$ cat src/rtl/cpu_fetch_pkg.sv
// Shared types and constants for the instruction-fetch stage.
package cpu_fetch_pkg;

  typedef enum logic [1:0] {IDLE, RUN, FLUSH} fetch_state_t;

  localparam int INSTR_W = 32;
  localparam int PC_STEP = 4;
  localparam logic [INSTR_W-1:0] NOP_INSTR = 32'h0000_0000;

endpackage

$ cat src/rtl/fetch_queue.sv
// Small synchronous FIFO with flush; used for both the request tag list and
// the prefetch instruction queue.
module fetch_queue #(
  parameter int WIDTH = 32,
  parameter int DEPTH = 4
) (
  input  logic                         clock,
  input  logic                         reset,
  input  logic                         push,
  input  logic                         pop,
  input  logic                         flush,
  input  logic [WIDTH-1:0]             wdata,
  output logic [WIDTH-1:0]             rdata,
  output logic                         full,
  output logic                         empty,
  output logic [$clog2(DEPTH+1)-1:0]   count
);

  localparam int PTR_W = (DEPTH > 1) ? $clog2(DEPTH) : 1;
  localparam int CNT_W = $clog2(DEPTH+1);

  logic [WIDTH-1:0] mem [DEPTH];
  logic [PTR_W-1:0] rd_ptr;
  logic [PTR_W-1:0] wr_ptr;
  logic             do_push;
  logic             do_pop;

  function automatic logic [PTR_W-1:0] bump(input logic [PTR_W-1:0] p);
    return (p == PTR_W'(DEPTH-1)) ? '0 : p + PTR_W'(1);
  endfunction

  assign empty   = (count == '0);
  assign full    = (count == CNT_W'(DEPTH));
  assign do_pop  = pop && !empty;
  // A pop frees the head slot this cycle, so a full queue can still accept a push.
  assign do_push = push && (!full || do_pop);
  assign rdata   = mem[rd_ptr];

  always_ff @(posedge clock or posedge reset) begin
    if (reset) begin
      rd_ptr <= '0;
      wr_ptr <= '0;
      count  <= '0;
    end else if (flush) begin
      rd_ptr <= '0;
      wr_ptr <= '0;
      count  <= '0;
    end else begin
      if (do_push) wr_ptr <= bump(wr_ptr);
      if (do_pop)  rd_ptr <= bump(rd_ptr);
      count <= count + CNT_W'(do_push) - CNT_W'(do_pop);
    end
  end

  always_ff @(posedge clock) begin
    if (do_push) mem[wr_ptr] <= wdata;
  end

endmodule

$ cat src/rtl/fetch_unit.sv
// Instruction-fetch stage: owns the PC, issues credit-limited in-order reads,
// buffers returned words and drops stale responses after a redirect.
module fetch_unit
  import cpu_fetch_pkg::*;
#(
  parameter int                ADDR_W   = 32,
  parameter int                DEPTH    = 4,
  parameter logic [ADDR_W-1:0] RESET_PC = 32'h0000_0000
) (
  input  logic               clock,
  input  logic               reset,
  output logic               imem_req_valid,
  input  logic               imem_req_ready,
  output logic [ADDR_W-1:0]  imem_req_addr,
  input  logic               imem_rsp_valid,
  input  logic [INSTR_W-1:0] imem_rsp_data,
  input  logic               redirect_valid,
  input  logic [ADDR_W-1:0]  redirect_pc,
  output logic               if_valid,
  input  logic               if_ready,
  output logic [INSTR_W-1:0] if_instr,
  output logic [ADDR_W-1:0]  if_pc
);

  localparam int CNT_W   = $clog2(DEPTH+1);
  localparam int ENTRY_W = ADDR_W + INSTR_W;

  fetch_state_t       state, state_next;
  logic [ADDR_W-1:0]  pc, pc_next;
  logic [CNT_W-1:0]   outstanding, outstanding_next;
  logic [CNT_W-1:0]   drop_cnt, drop_next;
  logic [CNT_W-1:0]   tag_count, q_count;
  logic [CNT_W:0]     credit_used;
  logic [ADDR_W-1:0]  tag_addr;
  logic [ENTRY_W-1:0] q_head;
  logic               tag_full, tag_empty, q_full, q_empty;
  logic               req_fire, rsp_fire;
  logic               q_push, q_pop, q_flush;

  // Requests in flight plus buffered words may never exceed the queue depth,
  // so every response is guaranteed a slot.
  assign credit_used    = {1'b0, outstanding} + {1'b0, q_count};
  assign imem_req_valid = (state == RUN) && (credit_used < (CNT_W+1)'(DEPTH));
  assign imem_req_addr  = pc;
  assign req_fire       = imem_req_valid && imem_req_ready;
  assign rsp_fire       = imem_rsp_valid && !tag_empty;

  assign if_valid = !q_empty;
  assign q_pop    = !q_empty && if_ready;
  assign if_pc    = q_empty ? '0 : q_head[ENTRY_W-1 -: ADDR_W];
  assign if_instr = q_empty ? NOP_INSTR : q_head[INSTR_W-1:0];

  fetch_queue #(.WIDTH(ADDR_W), .DEPTH(DEPTH)) u_tag_fifo (
    .clock (clock),
    .reset (reset),
    .push  (req_fire),
    .pop   (rsp_fire),
    .flush (1'b0),
    .wdata (pc),
    .rdata (tag_addr),
    .full  (tag_full),
    .empty (tag_empty),
    .count (tag_count)
  );

  fetch_queue #(.WIDTH(ENTRY_W), .DEPTH(DEPTH)) u_prefetch_q (
    .clock (clock),
    .reset (reset),
    .push  (q_push),
    .pop   (q_pop),
    .flush (q_flush),
    .wdata ({tag_addr, imem_rsp_data}),
    .rdata (q_head),
    .full  (q_full),
    .empty (q_empty),
    .count (q_count)
  );

  always_ff @(posedge clock or posedge reset) begin
    if (reset) begin
      state       <= IDLE;
      pc          <= RESET_PC;
      outstanding <= '0;
      drop_cnt    <= '0;
    end else begin
      state       <= state_next;
      pc          <= pc_next;
      outstanding <= outstanding_next;
      drop_cnt    <= drop_next;
    end
  end

  always_comb begin
    state_next       = state;
    pc_next          = pc;
    outstanding_next = outstanding + CNT_W'(req_fire) - CNT_W'(rsp_fire);
    drop_next        = drop_cnt;
    q_push           = 1'b0;
    q_flush          = 1'b0;
    unique case (state)
      IDLE: state_next = RUN;
      RUN: begin
        if (req_fire) pc_next = pc + ADDR_W'(PC_STEP);
        q_push = rsp_fire;
      end
      FLUSH: begin
        if (rsp_fire) begin
          drop_next = drop_cnt - CNT_W'(1);
          if (drop_cnt == CNT_W'(1)) state_next = RUN;
        end
      end
      default: state_next = IDLE;
    endcase
    // Outside FLUSH every request still in flight becomes stale; inside FLUSH
    // they already are, so the running drop count carries over.
    if (redirect_valid) begin
      pc_next = redirect_pc & ~ADDR_W'(3);
      q_push  = 1'b0;
      q_flush = 1'b1;
      if (state != FLUSH) drop_next = outstanding_next;
      state_next = (drop_next != '0) ? FLUSH : RUN;
    end
  end

  assert property (@(posedge clock) disable iff (reset) imem_rsp_valid |-> (outstanding != '0));
  assert property (@(posedge clock) disable iff (reset) outstanding == tag_count);
  assert property (@(posedge clock) disable iff (reset) !(req_fire && tag_full));
  assert property (@(posedge clock) disable iff (reset) !(q_push && q_full && !q_pop));

endmodule

$ cat config.mk
export PLATFORM = sky130hd
export DESIGN_NAME = fetch_unit
export DESIGN_NICKNAME = d
export VERILOG_FILES = /design/src/rtl/cpu_fetch_pkg.sv /design/src/rtl/fetch_queue.sv /design/src/rtl/fetch_unit.sv
export SDC_FILE = /design/constraint.sdc
export NUM_CORES = 1
export LEC_CHECK = 0
export ABC_AREA = 1
export CAP_MARGIN = 20
export CORE_MARGIN = 1
export CORE_UTILIZATION = 29
export CTS_CLUSTER_DIAMETER = 60
export DETAILED_ROUTE_END_ITERATION = 6
export GPL_ROUTABILITY_DRIVEN = 0
export GPL_TIMING_DRIVEN = 0
export PLACE_DENSITY = 0.52
export SLEW_MARGIN = 15
export SYNTH_ARGS = -nofsm -noshare
export SYNTH_HDL_FRONTEND = slang
export SYNTH_SLANG_ARGS = --single-unit
$ cat constraint.sdc
create_clock -name clock -period 4.9 [get_ports clock]
set_clock_uncertainty 0.2 [all_clocks]
set_input_delay 1.225 -clock clock [delete_from_list [all_inputs] [get_ports clock]]
set_output_delay 1.225 -clock clock [all_outputs]
set_load 0.05 [all_outputs]
Word-level counts from Yosys, hierarchy flattened

Memories as Yosys holds them, arrays and structs flattened.
Cells that the tools add are included.
W data, S select, Z words.

Flip-flop bits (word level): 54
Bits in latches: 0
RAM bits: 384
ROM bits: 0
Output and inout bits: 98
Logic and storage cells: 94
Memories kept: 2

Add/subtract/negate cells: 13
Multipliers: 0
Divide/modulo/power cells: 0
Order comparisons: 1
Equal/unequal tests: 13
Shift operators: 0
Multiplexer cells: 31
Bitwise logic cells: 0
Reduce and logical (&&, ||, !) cells: 24

Memories:

| memory           | depth | bits a word | rd ports | clocked after Yosys merged registers in | wr ports | RTL line          | RTL |
|---|---|---|---|---|---|---|---|
| u_prefetch_q.mem | 4     | 64          | 1        | 0                                       | 1        | fetch_queue.sv:22 | `logic [WIDTH-1:0] mem [DEPTH];` |
| u_tag_fifo.mem   | 4     | 32          | 1        | 0                                       | 1        | fetch_queue.sv:22 |  |

Operator list:

| kind                    | count |
|---|---|
| $mux W32                | 5 |
| $add A32 B3 Y32 const B | 1 |
| $mux W2                 | 12 |
| $mux W3                 | 6 |
| $eq A2 B2 Y1 const B    | 5 |
| $add A3 B1 Y3           | 3 |
| $sub A3 B1 Y3           | 3 |
| $add A2 B1 Y2 const B   | 4 |
| $logic_and A1 B1 Y1     | 8 |
| $reduce_bool A2 Y1      | 4 |
| $mux W1                 | 7 |
| $eq A3 B3 Y1 const B    | 2 |
| $logic_not A3 Y1        | 2 |
| $ne A3 B3 Y1 const B    | 2 |
| $pmux W2 S3             | 1 |
| $add A3 B3 Y4           | 1 |
| $logic_not A1 Y1        | 4 |
| $lt A4 B3 Y1 const B    | 1 |
| $ne A2 B2 Y1 const B    | 2 |
| $eq A3 B1 Y1 const B    | 1 |
| $reduce_and A3 Y1       | 1 |
| $reduce_bool A3 Y1      | 1 |
| $sub A3 B1 Y3 const B   | 1 |
| $eq A2 B1 Y1 const B    | 1 |
| other kinds (3)         | 4 |

Logic depth before layout (Yosys ltp)

Gate-level depths: netlist (run 1).

Word-level depth: 11
Gate-level depth with buffers: 15

By module

From an unflattened synthesis (run 1), not the netlist that was laid out.

Cells, all modules: 1652
Area, all modules: 18661.6 um2

By module, submodules not included:

| module                      | instances | cells an instance | area an instance (um2) | sequential area each (um2) |
|---|---|---|---|---|
| fetch_queue at u_prefetch_q | 1         | 683               | 9973.3                 | 7862.5 |
| fetch_queue at u_tag_fifo   | 1         | 373               | 5217.5                 | 4018.9 |
| fetch_unit                  | 1         | 596               | 3470.8                 | 950.9 |

Worst setup path after synthesis (run 1)

No wires, ideal clock.

Kind: in2reg
Start: in redirect_valid
End: mem u_prefetch_q.mem[0][0] in the netlist's numbering, enable pin
Arrival time: 4.379 ns
Required time: 4.218 ns
Setup slack: -0.161 ns
Cell stages on the path: 6
Buffers on the path: 1
Cell sequence: buf_2 -> nor2_1 -> inv_1 -> nor2_1 -> nand2_1 -> nor2_1

Cells in the longest elaborated chain, start to end: 4

RTL lines:

| item                          | RTL line          | RTL |
|---|---|---|
| start: declaration            | fetch_unit.sv:17  | `input logic redirect_valid,` |
| $mux W1                       | fetch_unit.sv:116 | `if (redirect_valid) begin` |
| $logic_and A1 B1 Y1           | fetch_queue.sv:36 | `assign do_push = push && (!full \|\| do_pop);` |
| $mux W1                       | fetch_queue.sv:56 | `if (do_push) mem[wr_ptr] <= wdata;` |
| $mux W1 (not written as such) | fetch_queue.sv:56 |  |
| end: declaration              | fetch_queue.sv:22 |  |

Every way passes these cells.

Worst setup path after layout (run 1)

Start: reg u_prefetch_q.rd_ptr[0]
End: out if_pc[20]

Cells in the longest elaborated chain, start to end: 2

RTL lines:

| item                     | RTL line          | RTL |
|---|---|---|
| start: declaration       | fetch_queue.sv:23 | `logic [PTR_W-1:0] rd_ptr;` |
| start signal: assignment | fetch_queue.sv:50 | `if (do_pop) rd_ptr <= bump(rd_ptr);` |
| $mem_v2 Z4 W64           | --                |  |
| $mux W32                 | fetch_unit.sv:50  | `assign if_pc = q_empty ? '0 : q_head[ENTRY_W-1 -: ADDR_W];` |
| end: declaration         | fetch_unit.sv:22  | `output logic [ADDR_W-1:0] if_pc` |

Every way passes these cells.

==> results_tabular.tex, run 1 <==
\begin{tabular}{lr}
\hline
Metric & Value \\
\hline
\multicolumn{2}{l}{\textbf{Outcome}} \\
Status & completed \\
\multicolumn{2}{l}{\textbf{Clocking}} \\
Clock buffers created by TritonCTS & 48 \\
Clock insertion delay at the later pin of the skew report & 0.58 ns \\
Clock tree from TritonCTS & built \\
Clock tree root buffer cell & sky130\_fd\_sc\_hd\_\_clkbuf\_16 \\
Clock tree buffer depth & 3 \\
Htree depth & 2 \\
Number of buffers inserted by post-CTS setup repair & 0 \\
Total clock sinks & 420 \\
Register clock-pin slew on the reported worst setup and hold paths & $\sim$0.06 ns \\
Number of gates given a new drive strength after cts & 0 \\
Cts-stage hold buffer count & 0 \\
\multicolumn{2}{l}{\textbf{Synthesis}} \\
Area of the mapped netlist & between 15000 and 20000 um2 \\
Warnings from Yosys & 0 \\
Number of storage elements in the synthesis netlist & 420 \\
Gate count of the mapped netlist & around 1500 \\
Average instance area after synthesis & about 12 um2 \\
Sequential share of the synthesized area & 0.699 \\
Distinct cells, synth & 42 \\
\multicolumn{2}{l}{\textbf{Floorplanning}} \\
Number of top-level design ports & 168 \\
Standard-cell rows & 90 \\
Full die area & 61900 um2 \\
Floorplan die height & about 250 um \\
Die span in x & between 200 and 250 um \\
Area of the core & roughly 60000 um2 \\
Initial core utilization & 0.293 \\
\multicolumn{2}{l}{\textbf{Placed design}} \\
HPWL reported at the end of detailed placement & 32000 um \\
Area of placed instances & 20700 um2 \\
Count of input and output buffers & 160 \\
Pre-CTS setup slack & between 0.7 and 0.8 ns \\
\multicolumn{2}{l}{\textbf{STA}} \\
Unrepaired setup endpoints after global routing & false \\
Hold violation count in the final report & 0 \\
Final critical path time including I/O delays and setup & about 4.6 ns \\
Max-slew violations & 0 \\
Upper clock frequency limit & about 220 MHz \\
Worst-margin pin slew & 0.713 ns \\
Hold Worst Slack & approximately 0.3 ns \\
Number of failing setup endpoints in the final timing report & 0 \\
Worst Slack Setup Final & 0.251 ns \\
Share of the clock period used by the worst path after layout & 0.949 \\
Slew HR & 0.525 \\
\multicolumn{2}{l}{\textbf{Critical path}} \\
Startpoint of the worst register-to-register path & u\_prefetch\_q.count[1]\$\_DFF\_PP0\_ \\
Cell breakdown of the critical path & buf\_2 -> inv\_2 -> buf\_2 -> clkbuf\_2 -> o21ai\_0 -> a21oi\_1 -> clkdlybuf4s50\_1 \\
Cell occurring most often along the worst timing path & sky130\_fd\_sc\_hd\_\_buf\_2 \\
Required time of the critical path & 3.47 ns \\
Capture point of the worst reg-to-reg path & state[1]\$\_DFFE\_PP0P\_ \\
Crit path arrival time & between 3 and 4 ns \\
Slowest cell delay on critical path & approximately 0.87 ns \\
Worst r2r path cells & 14 \\
CP endpoint kind & output port \\
Worst setup path class & reg2out \\
CP max stage cell & sky130\_fd\_sc\_hd\_\_clkdlybuf4s50\_1 \\
Flop-to-flop setup slack & approximately 1.8 ns \\
Top cell family by delay on the critical path & buffers and inverters \\
Setup crit start kind & register \\
Maximum fanout along the worst path & 10 \\
Buf/Inv on CP & 5 \\
\multicolumn{2}{l}{\textbf{Layout}} \\
Number of diodes added for antenna fixing & 0 \\
Highest-count cells in the layout ignoring fill and taps & 368 x sky130\_fd\_sc\_hd\_\_edfxtp\_1, 353 x sky130\_fd\_sc\_hd\_\_nor2\_1, 204 x sky130\_fd\_sc\_hd\_\_o21ai\_0, 160 x sky130\_fd\_sc\_hd\_\_nand2\_1, 160 x sky130\_fd\_sc\_hd\_\_clkdlybuf4s50\_1 \\
Area taken by multi-input logic gates & $\sim$4700 um2 \\
Fill cell count & 5887 \\
Final nets & about 1900 \\
Final design area excluding fillers & approximately 22000 um2 \\
Most common cell after layout, fill and taps aside & sky130\_fd\_sc\_hd\_\_edfxtp\_1 \\
Area used by sequential logic in the layout & roughly 12000 um2 \\
Relative area change from synthesis to final layout & 25.7\% \\
Layout cells sized above 1 & 0.0910 \\
\multicolumn{2}{l}{\textbf{Power}} \\
Total Power Consumption & about 13000 uW \\
Share of total power in sequential cells & 0.357 \\
Fraction of power spent switching nets & 0.394 \\
Power Internal & about 7700 uW \\
Power density over the cells & 570 nW/um2 \\
P\_sw & $\sim$5000 uW \\
Power share of the clock group & 0.272 \\
Worst voltage drop across the vdd grid & 0.000247 V \\
Combinational cell fraction of total power & 0.372 \\
LEAKAGE & approximately 0.0079 uW \\
\multicolumn{2}{l}{\textbf{Route}} \\
Total number of vias & between 10000 and 15000 \\
Number of search-and-repair iterations in the first detailed-routing pass & 5 \\
Remaining routing DRC violations & 0 \\
Wire length after detailed routing & between 40000 and 50000 um \\
Routed met2 length & about 23000 um \\
Post-Route M1 WL & about 21000 um \\
Antenna Nets Post-Route & 0 \\
1st-iter DRT viols & around 760 \\
Detail-routed via count per cell & roughly 4.6 \\
Routed length on met3 & about 2200 um \\
Avg WL per Cell & $\sim$18 um \\
Highest routed metal layer & met4 \\
\multicolumn{2}{l}{\textbf{Min path}} \\
Worst-case hold path end point & u\_tag\_fifo.count[2]\$\_DFF\_PP0\_ \\
Hold depth & 1 \\
Hold Crit Start & u\_tag\_fifo.count[2]\$\_DFF\_PP0\_ \\
Worst hold-check path type & reg2reg \\
\multicolumn{2}{l}{\textbf{GRT}} \\
Largest net degree at the start of global routing & 53 \\
Antenna violations before repair & 0 \\
Overflow left after global routing & 0 \\
GR Util All Layers & 0.154 \\
Number of global-route vias before repair & between 10000 and 15000 \\
Wire length of the first global-routing pass & between 70000 and 80000 um \\
\multicolumn{2}{l}{\textbf{Job}} \\
Max-cap check violation count & 0 \\
\hline
\end{tabular}
==> worst max path at each step <==
| stage | from | cells past startpoint | endpoint |
|---|---|---|---|
| global placement | imem_rsp_valid | 5 | u_prefetch_q.mem[1][5]$_DFFE_PP_ |
| global route | u_prefetch_q.rd_ptr[0]$_DFFE_PP0P_ | 7 | if_pc[18] |
| CTS | u_prefetch_q.rd_ptr[0]$_DFFE_PP0P_ | 7 | if_pc[18] |
| floorplan | redirect_valid | 6 | u_prefetch_q.mem[0][0]$_DFFE_PP_ |
| finish | u_prefetch_q.rd_ptr[0]$_DFFE_PP0P_ | 7 | if_pc[20] |
| detailed placement | u_prefetch_q.rd_ptr[0]$_DFFE_PP0P_ | 7 | if_pc[18] |
==> layer usage <==
| metal | GRT usage | vias up |
|---|---|---|
| met4 | 0.0405 | 0 |
| met5 | 0 | - |
| met1 | 0.204 | 5711 |
| met2 | 0.259 | 285 |
| li1 | - | 5819 |
| met3 | 0.0278 | 62 |
==> power by group through the flow <==
stage / Combinational [uW] / Clock (uW) / Sequential, uW
finish: 4710 / 3440 / 4510
global route: 5120 / 3670 / 4540
CTS: 4790 / 3530 / 4520
detailed placement: 4770 / 0 / 4590
global placement: 4690 / 0 / 4590
floorplan: 2880 / 0 / 4650
==> synthesized netlist by cell type <==
cell type	number	area, um2
sky130_fd_sc_hd__nor2_4	1	11.3
sky130_fd_sc_hd__and3_1	4	25.0
sky130_fd_sc_hd__buf_2	26	130
sky130_fd_sc_hd__nor2_8	3	60.1
sky130_fd_sc_hd__ha_1	21	263
sky130_fd_sc_hd__conb_1	1	3.75
sky130_fd_sc_hd__nor3_4	2	32.5
sky130_fd_sc_hd__o211ai_1	8	60.1
sky130_fd_sc_hd__or2_2	4	25.0
sky130_fd_sc_hd__nand3_1	41	205
sky130_fd_sc_hd__nand3b_1	3	22.5
sky130_fd_sc_hd__clkbuf_2	5	25.0
sky130_fd_sc_hd__o21bai_1	1	7.51
sky130_fd_sc_hd__nand2_2	5	31.3
sky130_fd_sc_hd__nand3_4	1	17.5
sky130_fd_sc_hd__buf_6	3	33.8
sky130_fd_sc_hd__clkinv_1	2	7.51
sky130_fd_sc_hd__clkbuf_1	38	143
sky130_fd_sc_hd__a31oi_1	1	6.26
sky130_fd_sc_hd__nor2_1	361	1360
sky130_fd_sc_hd__inv_4	1	6.26
sky130_fd_sc_hd__inv_2	9	33.8
sky130_fd_sc_hd__buf_1	3	11.3
sky130_fd_sc_hd__nor4b_1	1	8.76
sky130_fd_sc_hd__nor3_2	1	10.0
sky130_fd_sc_hd__xnor2_1	5	43.8
sky130_fd_sc_hd__fa_1	3	60.1
sky130_fd_sc_hd__nand2_4	2	22.5
sky130_fd_sc_hd__nand2_1	160	601
sky130_fd_sc_hd__inv_1	61	229
sky130_fd_sc_hd__edfxtp_1	368	11100
sky130_fd_sc_hd__o22ai_1	30	188
sky130_fd_sc_hd__o21ai_0	204	1020
sky130_fd_sc_hd__nand4_1	7	43.8
sky130_fd_sc_hd__dfrtp_1	52	1300
sky130_fd_sc_hd__a21oi_1	67	335
sky130_fd_sc_hd__nand3_2	2	20.0
sky130_fd_sc_hd__nor2_2	3	18.8
sky130_fd_sc_hd__xor2_1	13	114
sky130_fd_sc_hd__nor3_1	7	35.0
sky130_fd_sc_hd__buf_8	1	15.0
sky130_fd_sc_hd__buf_4	4	30.0
==> area by class of cell <==
type / count / area share
Sequential cell: 420 / 0.556
Multi-Input combinational cell: 965 / 0.212
Clock buffer: 60 / 0.0571
Tap cell: 782 / 0.0441
Clock inverter: 29 / 0.0108
Timing Repair Buffer: 176 / 0.0893
Inverter: 73 / 0.0126
Buffer: 80 / 0.0175
==> worst register-to-register path, stage by stage (launching register included) <==
cell                      delay [ns]
sky130_fd_sc_hd__dfrtp_1        0.43
sky130_fd_sc_hd__ha_1           0.29
sky130_fd_sc_hd__nand3_1        0.08
sky130_fd_sc_hd__nand2_1        0.08
sky130_fd_sc_hd__nor3_4         0.18
sky130_fd_sc_hd__nand2_4        0.14
sky130_fd_sc_hd__ha_1           0.30
sky130_fd_sc_hd__inv_1          0.04
sky130_fd_sc_hd__ha_1           0.18
sky130_fd_sc_hd__fa_1           0.47
sky130_fd_sc_hd__or2_2          0.31
sky130_fd_sc_hd__nand2_1        0.09
sky130_fd_sc_hd__nand2_1        0.06
sky130_fd_sc_hd__nand2_1        0.07
sky130_fd_sc_hd__nand3_1        0.08
==> sequential cells by signal (all words and copies together), names as in the netlist <==
register / flops
imem_req_addr: 30
u_prefetch_q.rd_ptr: 2
u_prefetch_q.mem: 248
u_tag_fifo.rd_ptr: 2
u_tag_fifo.count: 3
u_prefetch_q.wr_ptr: 2
u_tag_fifo.wr_ptr: 2
state: 2
u_prefetch_q.count: 3
u_tag_fifo.mem: 120
drop_cnt: 3
outstanding: 3
==> cells by family after synthesis <==
family,synth area share
buffers and inverters,0.0376
adders and majority gates,0.0183
xor gates and xnor gates,0.00893
DFF,0.699
AOI/OAI and AO/OA,0.0916
other,0.000212
and+or+nand+nor,0.144
==> stage by stage <==
stage,setup TNS (ns),utilization,instances
floorplan,-40.02,-,1538
global placement,-773.53,0.336,2480
detailed placement,0,0.344,2496
CTS,0,0.369,2585
global route,0,0.369,2585
finish,0,0.369,2585
(Power assumes the default switching activity.)
==> run 2: changes to the inputs <==
--- a/config.mk
+++ b/config.mk
@@ -17,4 +17,5 @@
 export SLEW_MARGIN = 15
 export SYNTH_ARGS = -nofsm -noshare
 export SYNTH_HDL_FRONTEND = slang
+export SYNTH_HIERARCHICAL = 1
 export SYNTH_SLANG_ARGS = --single-unit
==> run 2 against run 1 <==
- cell area increased by 5.0%
- critical path depth increased by 2
- register-to-register slack got worse by 0.36 ns
==> results_tabular.tex, run 2 <==
\begin{tabular}{lr}
\hline
Metric & Value \\
\hline
\multicolumn{2}{l}{\textbf{Synthesis}} \\
Warnings from Yosys & 6 \\
Average instance area after synthesis & 11.3 um2 \\
Gate count of the mapped netlist & between 1500 and 2000 \\
Area of the mapped netlist & about 19000 um2 \\
\multicolumn{2}{l}{\textbf{Critical path}} \\
Cell breakdown of the critical path & clkdlybuf4s50\_1 -> inv\_1 -> buf\_1 -> nand3\_1 -> nor2\_1 -> nand2\_1 -> nor2\_4 -> buf\_12 -> buf\_16 \\
Flop-to-flop setup slack & 1.42 ns \\
Required time of the critical path & $\sim$5.0 ns \\
Worst r2r path cells & 11 \\
Capture point of the worst reg-to-reg path & u\_prefetch\_q/mem[3][4]\$\_DFFE\_PP\_ \\
Worst setup path class & in2reg \\
Startpoint of the worst register-to-register path & u\_prefetch\_q/count[1]\$\_DFF\_PP0\_ \\
Slowest cell delay on critical path & between 0.6 and 0.7 ns \\
Maximum fanout along the worst path & 19 \\
CP max stage cell & sky130\_fd\_sc\_hd\_\_nor2\_4 \\
Setup crit start kind & input pin \\
CP endpoint kind & register \\
Crit path arrival time & between 4 and 5 ns \\
\multicolumn{2}{l}{\textbf{Outcome}} \\
Status & completed \\
\multicolumn{2}{l}{\textbf{GRT}} \\
Antenna violations before repair & 1 \\
Largest net degree at the start of global routing & 32 \\
Overflow left after global routing & 0 \\
Wire length of the first global-routing pass & roughly 76000 um \\
GR Util All Layers & 0.151 \\
Number of global-route vias before repair & 12733 \\
\multicolumn{2}{l}{\textbf{Power}} \\
LEAKAGE & about 0.0086 uW \\
Power density over the cells & $\sim$360 nW/um2 \\
Worst voltage drop across the vdd grid & about 0.00018 V \\
\multicolumn{2}{l}{\textbf{Layout}} \\
Relative area change from synthesis to final layout & 25.0\% \\
Highest-count cells in the layout ignoring fill and taps & 384 x sky130\_fd\_sc\_hd\_\_edfxtp\_1, 317 x sky130\_fd\_sc\_hd\_\_nor2\_1, 193 x sky130\_fd\_sc\_hd\_\_nand2\_1, 163 x sky130\_fd\_sc\_hd\_\_clkdlybuf4s50\_1, 151 x sky130\_fd\_sc\_hd\_\_inv\_1 \\
Number of diodes added for antenna fixing & 0 \\
Final standard cell utilization of the core & 0.368 \\
Flip-flop count of the largest register after layout & about 260 \\
Fill cell count & $\sim$6200 \\
Area used by sequential logic in the layout & 12800 um2 \\
Layout cells sized above 1 & 0.0877 \\
Final nets & just under 2000 \\
Final design area excluding fillers & between 20000 and 25000 um2 \\
Area taken by multi-input logic gates & 4800 um2 \\
Most common cell after layout, fill and taps aside & sky130\_fd\_sc\_hd\_\_edfxtp\_1 \\
Register with the highest flop count & u\_prefetch\_q/mem \\
\multicolumn{2}{l}{\textbf{STA}} \\
Worst Slack Setup Final & around 0.2 ns \\
Share of the clock period used by the worst path after layout & 0.958 \\
Hold violation count in the final report & 0 \\
Final critical path time including I/O delays and setup & around 4.7 ns \\
Slew HR & 0.521 \\
Hold Worst Slack & about 0.35 ns \\
TNS Setup & 0 ns \\
Number of failing setup endpoints in the final timing report & 0 \\
Upper clock frequency limit & $\sim$210 MHz \\
Max-slew violations & 0 \\
Worst-margin pin slew & 0.717 ns \\
\multicolumn{2}{l}{\textbf{Route}} \\
Detail-routed via count per cell & 4.64 \\
Antenna Nets Post-Route & 0 \\
Total number of vias & between 10000 and 15000 \\
1st-iter DRT viols & 833 \\
Wire length after detailed routing & between 50000 and 60000 um \\
Number of search-and-repair iterations in the first detailed-routing pass & 5 \\
Avg WL per Cell & 18.1 um \\
Remaining routing DRC violations & 0 \\
\multicolumn{2}{l}{\textbf{Clocking}} \\
Clock insertion delay at the later pin of the skew report & roughly 0.57 ns \\
Cts-stage hold buffer count & 0 \\
Clock tree buffer depth & 3 \\
Clock tree root buffer cell & sky130\_fd\_sc\_hd\_\_clkbuf\_16 \\
Clock tree from TritonCTS & built \\
Clock buffers created by TritonCTS & 49 \\
Total clock sinks & roughly 440 \\
Register clock-pin slew on the reported worst setup and hold paths & $\sim$0.06 ns \\
Htree depth & 2 \\
\multicolumn{2}{l}{\textbf{Min path}} \\
Hold Crit Start & state[1]\$\_DFFE\_PP0P\_ \\
Worst-case hold path end point & state[0]\$\_DFFE\_PP0P\_ \\
Hold depth & 3 \\
Worst hold-check path type & reg2reg \\
\multicolumn{2}{l}{\textbf{Floorplanning}} \\
Floorplan die height & about 260 um \\
Die span in x & between 200 and 300 um \\
Number of top-level design ports & 168 \\
Initial core utilization & 0.295 \\
Area of the core & 63300 um2 \\
Full die area & approximately 65000 um2 \\
Standard-cell rows & 92 \\
\multicolumn{2}{l}{\textbf{Placed design}} \\
HPWL reported at the end of detailed placement & approximately 34000 um \\
Pre-CTS setup slack & -0.430 ns \\
Area of placed instances & 21800 um2 \\
Count of input and output buffers & 163 \\
\multicolumn{2}{l}{\textbf{Job}} \\
Max-cap check violation count & 0 \\
\hline
\end{tabular}
[run 2: stage by stage]
step,power [uW],instances
finish,8490,2773
floorplan,4820,1662
detailed placement,5140,2687
global route,8820,2773
global placement,5120,2671
CTS,8600,2772
[run 2: critical path, delay by kind of cell]
kind | cells | cell delay, ns
AND/OR/NAND/NOR | 4 | 1.78
buffers and inverters | 5 | 1.74
[run 2: worst max path at each step]
stage	start	endpoint	slack [ns]	depth (start not counted)
2_1_floorplan	redirect_valid	u_prefetch_q/mem[0][0]$_DFFE_PP_	-0.64	6
3_3_place_gp	redirect_valid	u_prefetch_q/mem[3][55]$_DFFE_PP_	-4.42	7
3_5_place_dp	redirect_valid	u_prefetch_q/mem[2][9]$_DFFE_PP_	-0.43	9
4_1_cts	u_prefetch_q/rd_ptr[1]$_DFFE_PP0P_	if_pc[6]	0.18	8
5_1_grt	redirect_valid	u_prefetch_q/mem[3][55]$_DFFE_PP_	-0.002	9
6_report	redirect_valid	u_prefetch_q/mem[3][4]$_DFFE_PP_	0.20	9
[run 2: where the power goes]
part           total (uW)  switching, uW  internal, uW
logic                 751            489           262
registers            4320            150          4170
clock network        3420           1430          1990
[run 2: timing repair]
| action | in CTS | in global routing |
|---|---|---|
| pin swaps | 0 | 2 |
| setup endpoints to repair | 19 | 22 |
| buffers inserted | 0 | 0 |
| cloned | 0 | 1 |
| gates resized for setup | 1 | 1 |
[run 2: cell type report]
type	instances	area share
Buffer	81	0.0221
Tap cell	846	0.0454
Inverter	164	0.0265
Clock inverter	25	0.00918
Timing Repair Buffer	179	0.0860
Sequential cell	436	0.551
Multi-Input combinational cell	982	0.206
Clock buffer	60	0.0544
[run 2: layer usage]
metal,up-vias,track usage,wire length (um)
met5,-,0,13
met4,2,0.0457,1150
met3,80,0.0255,2700
met2,358,0.253,24200
met1,6245,0.200,22000
li1,6192,-,-
